### config.mk
export PLATFORM = sky130hd
export DESIGN_NAME = regfile_scoreboard
export DESIGN_NICKNAME = d
export VERILOG_FILES = /design/src/rtl/regfile_scoreboard.sv
export SDC_FILE = /design/constraint.sdc
export NUM_CORES = 2
export LEC_CHECK = 0
export BUFFER_PORTS_ARGS = -buffer_cell sky130_fd_sc_hd__clkbuf_2
export CAP_MARGIN = 30
export CORE_ASPECT_RATIO = 1.75
export CORE_MARGIN = 1
export CORE_UTILIZATION = 65
export DETAILED_ROUTE_END_ITERATION = 16
export MAX_ROUTING_LAYER = met4
export PLACE_DENSITY_LB_ADDON = 0.08
export SLEW_MARGIN = 15
export SYNTH_ARGS = -nofsm -noshare
export SYNTH_HDL_FRONTEND = slang
export SYNTH_SLANG_ARGS = --single-unit
### constraint.sdc
create_clock -name i_clk -period 5.63 [get_ports i_clk]
set_clock_uncertainty 0.2 [all_clocks]
set_input_delay 0.563 -clock i_clk [delete_from_list [all_inputs] [get_ports i_clk]]
set_output_delay 0.563 -clock i_clk [all_outputs]
set_load 0.05 [all_outputs]
### src/rtl/regfile_scoreboard.sv
// Multi-port integer register file with write-to-read bypass and
// a per-register busy scoreboard set at issue and cleared at writeback.
module regfile_scoreboard #(
   parameter int XLEN   = 32,
   parameter int DEPTH  = 32,
   parameter int NREAD  = 2,
   parameter int NWRITE = 1,
   parameter int BYPASS = 1,
   localparam int AW    = $clog2(DEPTH)
) (
   input  logic                   i_clk,
   input  logic                   i_reset,
   input  logic [NREAD-1:0]       i_rd_en,
   input  logic [NREAD*AW-1:0]    i_rd_addr,
   output logic [NREAD*XLEN-1:0]  o_rd_data,
   output logic [NREAD-1:0]       o_rd_busy,
   input  logic [NWRITE-1:0]      i_wr_en,
   input  logic [NWRITE*AW-1:0]   i_wr_addr,
   input  logic [NWRITE*XLEN-1:0] i_wr_data,
   input  logic                   i_issue_en,
   input  logic [AW-1:0]          i_issue_addr,
   output logic [DEPTH-1:0]       o_busy_vec
);

   logic [XLEN-1:0]  r_regs [DEPTH];
   logic [DEPTH-1:0] r_busy;
   logic [DEPTH-1:0] w_set;
   logic [DEPTH-1:0] w_clr;
   logic [DEPTH-1:0] w_busy_nxt;

   // Set beats clear: the issuing instruction is the newer producer.
   always_comb begin
      w_set = '0;
      w_clr = '0;
      if (i_issue_en)
         w_set[i_issue_addr] = 1'b1;
      for (int w = 0; w < NWRITE; w++)
         if (i_wr_en[w])
            w_clr[i_wr_addr[w*AW +: AW]] = 1'b1;
      w_busy_nxt    = (r_busy & ~w_clr) | w_set;
      w_busy_nxt[0] = 1'b0;
   end

   always_ff @(posedge i_clk) begin
      if (i_reset) begin
         for (int r = 0; r < DEPTH; r++)
            r_regs[r] <= '0;
         r_busy <= '0;
      end else begin
         for (int w = 0; w < NWRITE; w++)
            if (i_wr_en[w] && (i_wr_addr[w*AW +: AW] != '0))
               r_regs[i_wr_addr[w*AW +: AW]] <= i_wr_data[w*XLEN +: XLEN];
         r_busy <= w_busy_nxt;
      end
   end

   // Later write ports override earlier ones on an address match.
   always_comb begin
      o_rd_data = '0;
      o_rd_busy = '0;
      for (int p = 0; p < NREAD; p++) begin
         if (i_rd_en[p] && (i_rd_addr[p*AW +: AW] != '0)) begin
            o_rd_data[p*XLEN +: XLEN] = r_regs[i_rd_addr[p*AW +: AW]];
            o_rd_busy[p] = r_busy[i_rd_addr[p*AW +: AW]];
            if (BYPASS != 0) begin
               for (int w = 0; w < NWRITE; w++) begin
                  if (i_wr_en[w] &&
                      (i_wr_addr[w*AW +: AW] == i_rd_addr[p*AW +: AW])) begin
                     o_rd_data[p*XLEN +: XLEN] = i_wr_data[w*XLEN +: XLEN];
                     o_rd_busy[p] = 1'b0;
                  end
               end
            end
         end
      end
   end

   assign o_busy_vec = r_busy;

endmodule

==> run metrics <==
status completed; CP Capture Type output pin; power share of the sequential group between 40% and 50%; I/O pins roughly 160; area of the multi-input gates around 24000 µm²; worst endpoint required time slightly below 5 ns; count of cell types in the netlist slightly below 60; DP HPWL approximately 120000 µm; Routability Congestion 0.9518; ys async rst share 0%; GR Layer Usage met1 between 50% and 60%; CTS Hold Bufs 0; starting density of the core about two thirds; Sequential Area 31370 µm²; Worst Hold Class in2reg; clock share of power 37.3%; Row Count approximately 140; Syn Inst Count a little under 4k; Comb power frac ~14%; Synth Cell Area between 50000 and 60000 µm²; DR vias about 40k; Final Net Count 3945; worst-path cell chain clkbuf_8 > or4_1 > o21ai_1 > o21bai_2 > nor2_4 > buf_4 > a221o_1 > clkbuf_2; first-pass GRT wire length 297400 µm; dpl cells roughly 5k; period utilization between 80% and 90%; number of synthesized flops with an enable pin between 1k and 1.5k; Worst Min Path Start i_issue_addr[1]; slowest CP cell nor2_4; final WL between 200000 and 250000 µm; Die Width 225.5 µm; layout cells sized above 1 between 20 and 30%; root buf cell clkbuf_16; Leak roughly 22 nW; number of global-route vias before repair ~40k; worst path bufs/invs 3; Data arrival, critical path around 4.0 ns; switching power total approximately 5.0 mW; synth warn 0; PwrDens 302.4 nW/µm²; fin. max-slew vios 0; total gr overflow 0; Mean Syn Cell Area ~15 µm²; Crit. Startpoint i_rd_addr[1]; maxcap violations 0; RSZ-0062 raised after global routing no; drt initial violations 7810; Residual DRC 0; fin cells 5165; Die Height ~390 µm; WL/cell 41.95 µm; antenna-violating nets left 0; core area approximately 87000 µm²; TritonRoute pass-1 iters 6; maximum VDD drop between 0.2 and 0.3 mV; CTS resizes 0; ys flop type edfxtp_1; H-tree depth 3; Final Hold Viols 0; drt via density around 7.9; worst-margin pin slew ~1.1 ns; initial antenna violation count 27; TritonCTS Buffers 94; Clock transition at path regs 0.07 ns; placed cell area approximately 60000 µm²; # fillers about 5.7k; CTS tree done; #FFs+latches synth between 1k and 1.5k; clock tree buffer depth 3; CP top delay family buffers and inverters; CP Max Fanout 65; min setup slack post-route about 0.84 ns; design area around 63000 µm²; GR Util met2 75.14%; fmax about 0.21 GHz; Slew headroom between 20 and 25%; Final min period between 4 and 5 ns; post-CTS setup buffers 0; GR peak layer met2; die area ~90000 µm²; setup_tns 0 ns; R2R Setup Slk between 4 and 5 ns; endpoints failing setup 0; GR Util met3 between 15 and 20%; Setup Crit Path Kind in2out; Overall Power around 19 mW; beginning of the worst register-to-register path o_busy_vec[13]; Setup WS pre-CTS 1.179 ns; register area share after synthesis between 50% and 60%; area grow syn2layout 10.26%; CP peak stage delay ~0.63 ns; clk sink count 1055; I/O Buffers between 150 and 200; Tot GR Track Use roughly half; Clock Latency Late Sink about 0.71 ns; internal power ~14 mW; largest net degree at the start of global routing 67; Switching Share between 20% and 30%; crit start category primary input
## flip-flops by register name (all words and copies together), names as in the netlist
name and cells:
r_regs 1024, o_busy_vec 31
## stage by stage
stage,utilization [%],hold slack (ns)
after floorplan,-,0.5266
after global placement,68.26,0.2947
after detailed placement,68.38,0.3011
after CTS,72.16,0.03193
after global routing,72.29,0.03008
final,72.31,0.05077
## per-layer routing
metal,share of wire [%],vias to the layer above
met2,46,4210
met1,29,19920
met4,10,0
met5,0,-
li1,-,15020
met3,15,1402
## worst paths after layout
| path | endpoint | depth (start not counted) |
|---|---|---|
| max | o_rd_data[0] | 8 |
| min | o_busy_vec[8] | 4 |
| max reg2reg | o_busy_vec[13] | 2 |
| min reg2reg | o_busy_vec[17] | 2 |
## layout make-up
type	count	share of cell area, %
clock buffer	114	4.046
inverter	3	0.01998
antenna	38	0.1519
sequential	1055	50.09
tap	1160	2.318
multi-input combinational	2423	38.40
clock inverter	62	1.183
timing repair buffer	310	3.782
## kinds of logic (layout without fill, tap and decap cells)
group | Yosys count | in the layout | synth area share, %
and+or+nand+nor | 1235 | 1235 | 13.12
DFF | 1055 | 1055 | 55.23
muxes | 701 | 701 | 22.67
AOI/OAI and AO/OA | 444 | 444 | 5.576
buffers and inverters | 419 | 489 | 3.243
xor gates and xnor gates | 10 | 10 | 0.1542
other | 1 | 71 | 0.006603
## worst min-delay path: cells and delay by family
family                 cells  cell delay (ns)
AND/OR/NAND/NOR            2             0.20
buffers and inverters      1             0.11
AO/OA/AOI/OAI              1             0.05
## cells in the mapped netlist, drive strengths merged, types with 38 or more instances
master	number	share of area (%)
nor2	46	0.30
mux2i	232	4.1
nand2b	38	0.42
a221o	41	0.72
edfxtp	1024	54
a21oi	78	0.69
o21ai	85	0.75
a221oi	69	1.1
and2	995	11
clkbuf	300	2.0
mux4	468	19
a211oi	41	0.54
buf	116	1.2
nand2	61	0.40
## power by group through the flow
stage	logic (mW)	clock network [mW]	registers (mW)
floorplan	1.63	0	9.33
CTS	2.52	7.00	9.25
detailed placement	2.51	0	9.41
global placement	2.48	0	9.36
global route	2.63	7.28	9.29
finish	2.61	7.06	9.26
## cell usage in the layout, fill, tap and decap left out, types with 7 or more instances in the layout
cell type  Yosys  routed
mux4_2       468     468
clkinv_1       2      25
diode_2        0      38
buf_12         0      27
a21oi_1       78      78
clkbuf_2       0     145
a22o_1        29      29
and2_1       995     994
o22ai_1       33      33
xnor2_1        8       8
dfxtp_1       31      31
a211oi_1      41      41
clkinv_2       0      14
a22oi_1       27      27
o21ai_1       27      27
nand2b_1      38      38
clkbuf_1     300      15
nor3_1        30      29
conb_1         1      33
o21ai_0       58      58
nand2_1       61      61
edfxtp_1    1024    1024
a221oi_1      69      69
bufinv_16      0      17
or2_2         23      29
mux2i_1      232     232
nand3b_1       9       9
a221o_1       41      41
a32oi_1        7       7
clkbuf_16      0      99
buf_4         27     131
nor2_1        46      10
nor2_4         0      35
Note: power is estimated with default switching activity, not from simulation.
